`src/rtl/layer_compositor.sv`:
```
// layer_compositor: N-layer priority compositor with sync/blank delay line and per-frame collision flags.
// Define COMPOSITOR_HITCOUNT_EN to add the saturating per-frame hit_count output.
module layer_compositor #(
  parameter int NUM_LAYERS = 4,
  parameter int PIXEL_W = 24,
  parameter int SYNC_DELAY = 6,
  parameter logic [PIXEL_W-1:0] BG_COLOR = '0
) (
  input  logic vclock,
  input  logic reset,
  input  logic hsync,
  input  logic vsync,
  input  logic blank,
  input  logic [NUM_LAYERS*PIXEL_W-1:0] layer_pixels,
  input  logic [NUM_LAYERS-1:0] layer_en,
  output logic phsync,
  output logic pvsync,
  output logic pblank,
  output logic [PIXEL_W-1:0] pixel,
  output logic [NUM_LAYERS-1:0] collision_mask,
  output logic frame_done
`ifdef COMPOSITOR_HITCOUNT_EN
  ,
  output logic [19:0] hit_count
`endif
);
  logic [2:0] tl [SYNC_DELAY-1];
  logic hs_a, vs_a, bl_a;
  logic [NUM_LAYERS-1:0] opaque, accum;
  logic [PIXEL_W-1:0] sel;
  logic hit, fall;
  assign {hs_a, vs_a, bl_a} = tl[SYNC_DELAY-2];
  always_comb begin
    opaque = '0;
    sel = BG_COLOR;
    for (int i = NUM_LAYERS - 1; i >= 0; i--) begin
      opaque[i] = layer_en[i] & |layer_pixels[i*PIXEL_W +: PIXEL_W];
      sel = opaque[i] ? layer_pixels[i*PIXEL_W +: PIXEL_W] : sel;
    end
  end
  // clearing the lowest set bit leaves something only when two or more layers are opaque
  assign hit = !bl_a && |(opaque & (opaque - NUM_LAYERS'(1)));
  // pvsync holds last cycle's vs_a, so it doubles as the edge-detect history
  assign fall = !vs_a && pvsync;
  always_ff @(posedge vclock) begin
    if (reset) begin
      for (int i = 0; i < SYNC_DELAY - 1; i++) tl[i] <= 3'b111;
      {phsync, pvsync, pblank} <= 3'b111;
      pixel <= '0;
      collision_mask <= '0;
      frame_done <= 1'b0;
      accum <= '0;
    end else begin
      tl[0] <= {hsync, vsync, blank};
      for (int i = 1; i < SYNC_DELAY - 1; i++) tl[i] <= tl[i-1];
      {phsync, pvsync, pblank} <= {hs_a, vs_a, bl_a};
      pixel <= bl_a ? '0 : sel;
      frame_done <= fall;
      if (fall) collision_mask <= accum | (hit ? opaque : '0);
      accum <= fall ? '0 : hit ? accum | opaque : accum;
    end
  end
`ifdef COMPOSITOR_HITCOUNT_EN
  logic [19:0] hits, hits_n;
  assign hits_n = (hit && !(&hits)) ? hits + 20'd1 : hits;
  always_ff @(posedge vclock) begin
    if (reset) begin
      hits <= '0;
      hit_count <= '0;
    end else begin
      if (fall) hit_count <= hits_n;
      hits <= fall ? '0 : hits_n;
    end
  end
`endif
endmodule

```
`config.mk`:
```
export PLATFORM = sky130hd
export DESIGN_NAME = layer_compositor
export DESIGN_NICKNAME = d
export VERILOG_FILES = /design/src/rtl/layer_compositor.sv
export SDC_FILE = /design/constraint.sdc
export NUM_CORES = 1
export LEC_CHECK = 0
export CORE_MARGIN = 3
export CORE_UTILIZATION = 42
export DETAILED_ROUTE_END_ITERATION = 6
export PLACE_DENSITY_LB_ADDON = 0.25
export SLEW_MARGIN = 20
export SYNTH_ARGS = -nofsm -noshare
export SYNTH_HDL_FRONTEND = slang
export SYNTH_SLANG_ARGS = --single-unit
```
`constraint.sdc`:
```
create_clock -name vclock -period 1.8 [get_ports vclock]
set_input_delay 0.18 -clock vclock [delete_from_list [all_inputs] [get_ports vclock]]
set_output_delay 0.18 -clock vclock [all_outputs]
set_load 0.1 [all_outputs]
```
==> results.md <==
* Status: complete, but fails checks
* Violated checks: negative setup slack
* FP Rows at 29
* Commonest register cell after synthesis: dfxtp_1
* Power, Total at around 2.7 mW
* Core ar. at around 6600 um2
* Worst Skew at around 0.0023 ns
* Slew @ Worst Pin at between 0.5 and 0.6 ns
* Final WL at approximately 12000 um
* Yosys reg bits at slightly above 50
* Relative slew margins at between 60% and 70%
* Final setup vio count at 7
* Final Net Count at ~670
* Number of flops mapped to enable cells by yosys at 0
* Hold-fix buffers at CTS at 0
* Full die area at approximately 8000 um2
* Tcrit/Tclk final at 104%
* Register Area at between 1000 and 1500 um2
* Multi-input gate area at 1890 um2
* Total GRT Usage at a little over a quarter
* Wire length per cell at 18.1 um
* P&R area growth vs syn at 82.4%
* Netlist cell types at 38
* Fraction of layout cells with a size suffix above 1 at about 35%
* PortBufs at 136
* # DRC at 0
* Crit end category: register
* Tightest Hold Check Type: input port to register
* Synth Warn # at 0
* Number of fill cells at between 400 and 500
* Overflow after GRT at 0
* Pleak at 2.26 nW
* Minimum clock period after layout at approximately 1.9 ns
* # diodes at 0
* Worst r2r path cells at 5
* Max FO, Critical Path at 4
* CTS Buf Count at 5
* I/O Pins at roughly 140
* CP Launch Type: input port
* Critical Path RT at roughly 2.0 ns
* WHS at between 0.2 and 0.3 ns
* Post-synthesis cell count at ~350
* Asr flop ratio synth at 0%
* DP HPWL at 8680 um
* Syn nets at around 460
* Setup CP Type: input port to register
* Min-Delay Path Depth at 3
* Chip width at around 90 um
* Setup slack after layout at -0.0688 ns
* H-tree lvl count at 2
* First-pass GRT wire length at ~17000 um
* CTS tree: done
* Peak VDD IR at around 0.47 mV
* Die Y-Extent at ~90 um
* Clk pin slew, worst setup/hold paths at about 0.090 ns
* Vias per cell at between 5 and 6
* Final Hold Fails at 0
* Register area share after synthesis at a little over a third
* Mapped Area at around 2900 um2
* Avg Cell Area, Syn at 8.33 um2
* ANT nets after route at 0
* GP Congestion at 0.906
* Largest net degree at the start of global routing at 31
* Max Freq at approximately 540 MHz
* Drt pass-1 iters at 6
* Max-cap violations at 0
* Initial cell density of the core at 44.8%
* CP Data Arrival Time at 2.04 ns
* 1st-iter DRT viols at around 230
* Power per standard cell area at approximately 500 nW/um2
* Clock Path Buffers at 2
* Worst skew pair latency at approximately 0.3 ns
* Vias in the first global route at approximately 3700
* Clk root buf: clkbuf_8
* Max-slew violations at 0
* Vias at around 3800
* Initial antenna violation count at 0
* Clk sinks at about 50
[placed cells by master (no fill, tap or decap), types with 2 or more instances in the layout]
| cell type | n |
|---|---|
| dfxtp_1 | 50 |
| clkdlybuf4s50_1 | 84 |
| nor4_4 | 7 |
| o21ai_4 | 4 |
| inv_1 | 17 |
| nor4_1 | 10 |
| o221ai_2 | 6 |
| a22o_1 | 8 |
| a21oi_1 | 29 |
| o211ai_2 | 10 |
| a221oi_2 | 2 |
| a41oi_1 | 3 |
| a21o_1 | 4 |
| nand2_1 | 27 |
| o2111a_1 | 4 |
| or2_2 | 17 |
| buf_12 | 4 |
| buf_6 | 6 |
| nand4_1 | 4 |
| nand3_1 | 27 |
| a22oi_1 | 2 |
| o21ai_1 | 8 |
| o21a_1 | 2 |
| o21a_2 | 2 |
| nor4_2 | 7 |
| o211ai_1 | 7 |
| a221oi_1 | 6 |
| clkbuf_8 | 5 |
| o21ai_0 | 22 |
| dlymetal6s2s_1 | 20 |
| o221ai_1 | 9 |
| buf_4 | 120 |
| mux2i_1 | 2 |
| nor2b_1 | 9 |
| a31oi_1 | 7 |
[critical path, cell delays in order]
cell and delay, ns:
clkdlybuf4s50_1 0.44, nor4_2 0.37, nand4_4 0.19, buf_6 0.17, o2111a_1 0.24, a41oi_1 0.31, o21ai_1 0.14
[timing repair]
item,CTS,global route
gates cloned,0,1
pin swaps,6,25
endpoints found under the setup margin,30,32
setup buffers,0,4
gates resized for setup,15,49
[cell usage after synthesis, types with 5 or more instances]
master	count	share of area [%]
dfxtp_1	51	35
a21oi_1	30	5.1
nand2_1	28	3.6
nand3_1	27	4.6
o21ai_0	27	4.6
nor4_1	18	3.8
inv_1	17	2.2
or2_2	17	3.6
o221ai_1	15	4.5
clkbuf_1	14	1.8
buf_2	12	2.0
o211ai_2	10	4.3
nor2b_1	9	1.9
a22o_1	8	2.4
a221oi_1	7	2.1
a31oi_1	7	1.5
o211ai_1	7	1.8
o21ai_1	5	0.85
[per-layer routing]
layer | vias to the layer above | track usage [%] | share of wire (%)
li1 | 1780 | - | -
met1 | 1742 | 31.8 | 38
met2 | 209 | 49.8 | 50
met3 | 48 | 5.02 | 7.8
met4 | 0 | 10.6 | 3.6
met5 | - | 0 | 0
[cells by family (layout without fill, tap and decap cells)]
family	after synthesis	count (layout)	share of synthesized area, %
multiplexers	2	2	0.681
buffers and inverters	47	260	7.28
AND/OR/NAND/NOR	113	113	22.6
flip-flops	51	51	34.7
AO/OA/AOI/OAI	140	140	34.7
[final cells by class]
class / instances / area share, %
clock buffers: 5 / 1.28
well taps: 93 / 2.17
flip-flops and latches: 51 / 19.1
clock inverters: 2 / 0.700
multi-input cells: 255 / 35.2
repair buffers: 236 / 40.3
inverters: 17 / 1.19
[final timing paths]
check / slack [ns] / end / start
worst max-delay path: -0.07 / pixel[6]$_SDFF_PP0_ / layer_pixels[18]
worst min-delay path: 0.27 / pixel[16]$_SDFF_PP0_ / layer_pixels[16]
worst max register to register: 0.45 / pixel[6]$_SDFF_PP0_ / tl[0][12]$_SDFF_PP1_
worst min register to register: 0.41 / tl[0][14]$_SDFF_PP1_ / tl[0][11]$_SDFF_PP1_
[stage by stage]
step	cells	utilization, %	TNS, ns	instance area (um2)	worst slack [ns]
2_1_floorplan	353	-	0	2940	0.227
3_3_place_gp	648	75.5	-10.67	4960	-0.412
3_5_place_dp	648	75.5	-12.59	4960	-0.474
4_1_cts	654	78.2	-0.0661	5140	-0.0213
5_1_grt	659	81.6	-1.44	5360	-0.135
6_report	659	81.6	-0.160	5360	-0.0688
[flip-flops by register name, summed over array words and instances (netlist names)]
| register | flops |
|---|---|
| tl | 15 |
| collision_mask | 4 |
| frame_done | 1 |
| pixel | 24 |
| pblank | 1 |
| accum | 4 |
| pvsync | 1 |
| phsync | 1 |
[where the power goes]
| group | leakage (nW) | internal [mW] | switching (mW) |
|---|---|---|---|
| logic | 1.80 | 0.422 | 0.344 |
| registers | 0.413 | 1.14 | 0.00321 |
| clock network | 0.0502 | 0.406 | 0.362 |
| total | 2.26 | 1.97 | 0.709 |
(Power assumes the default switching activity.)
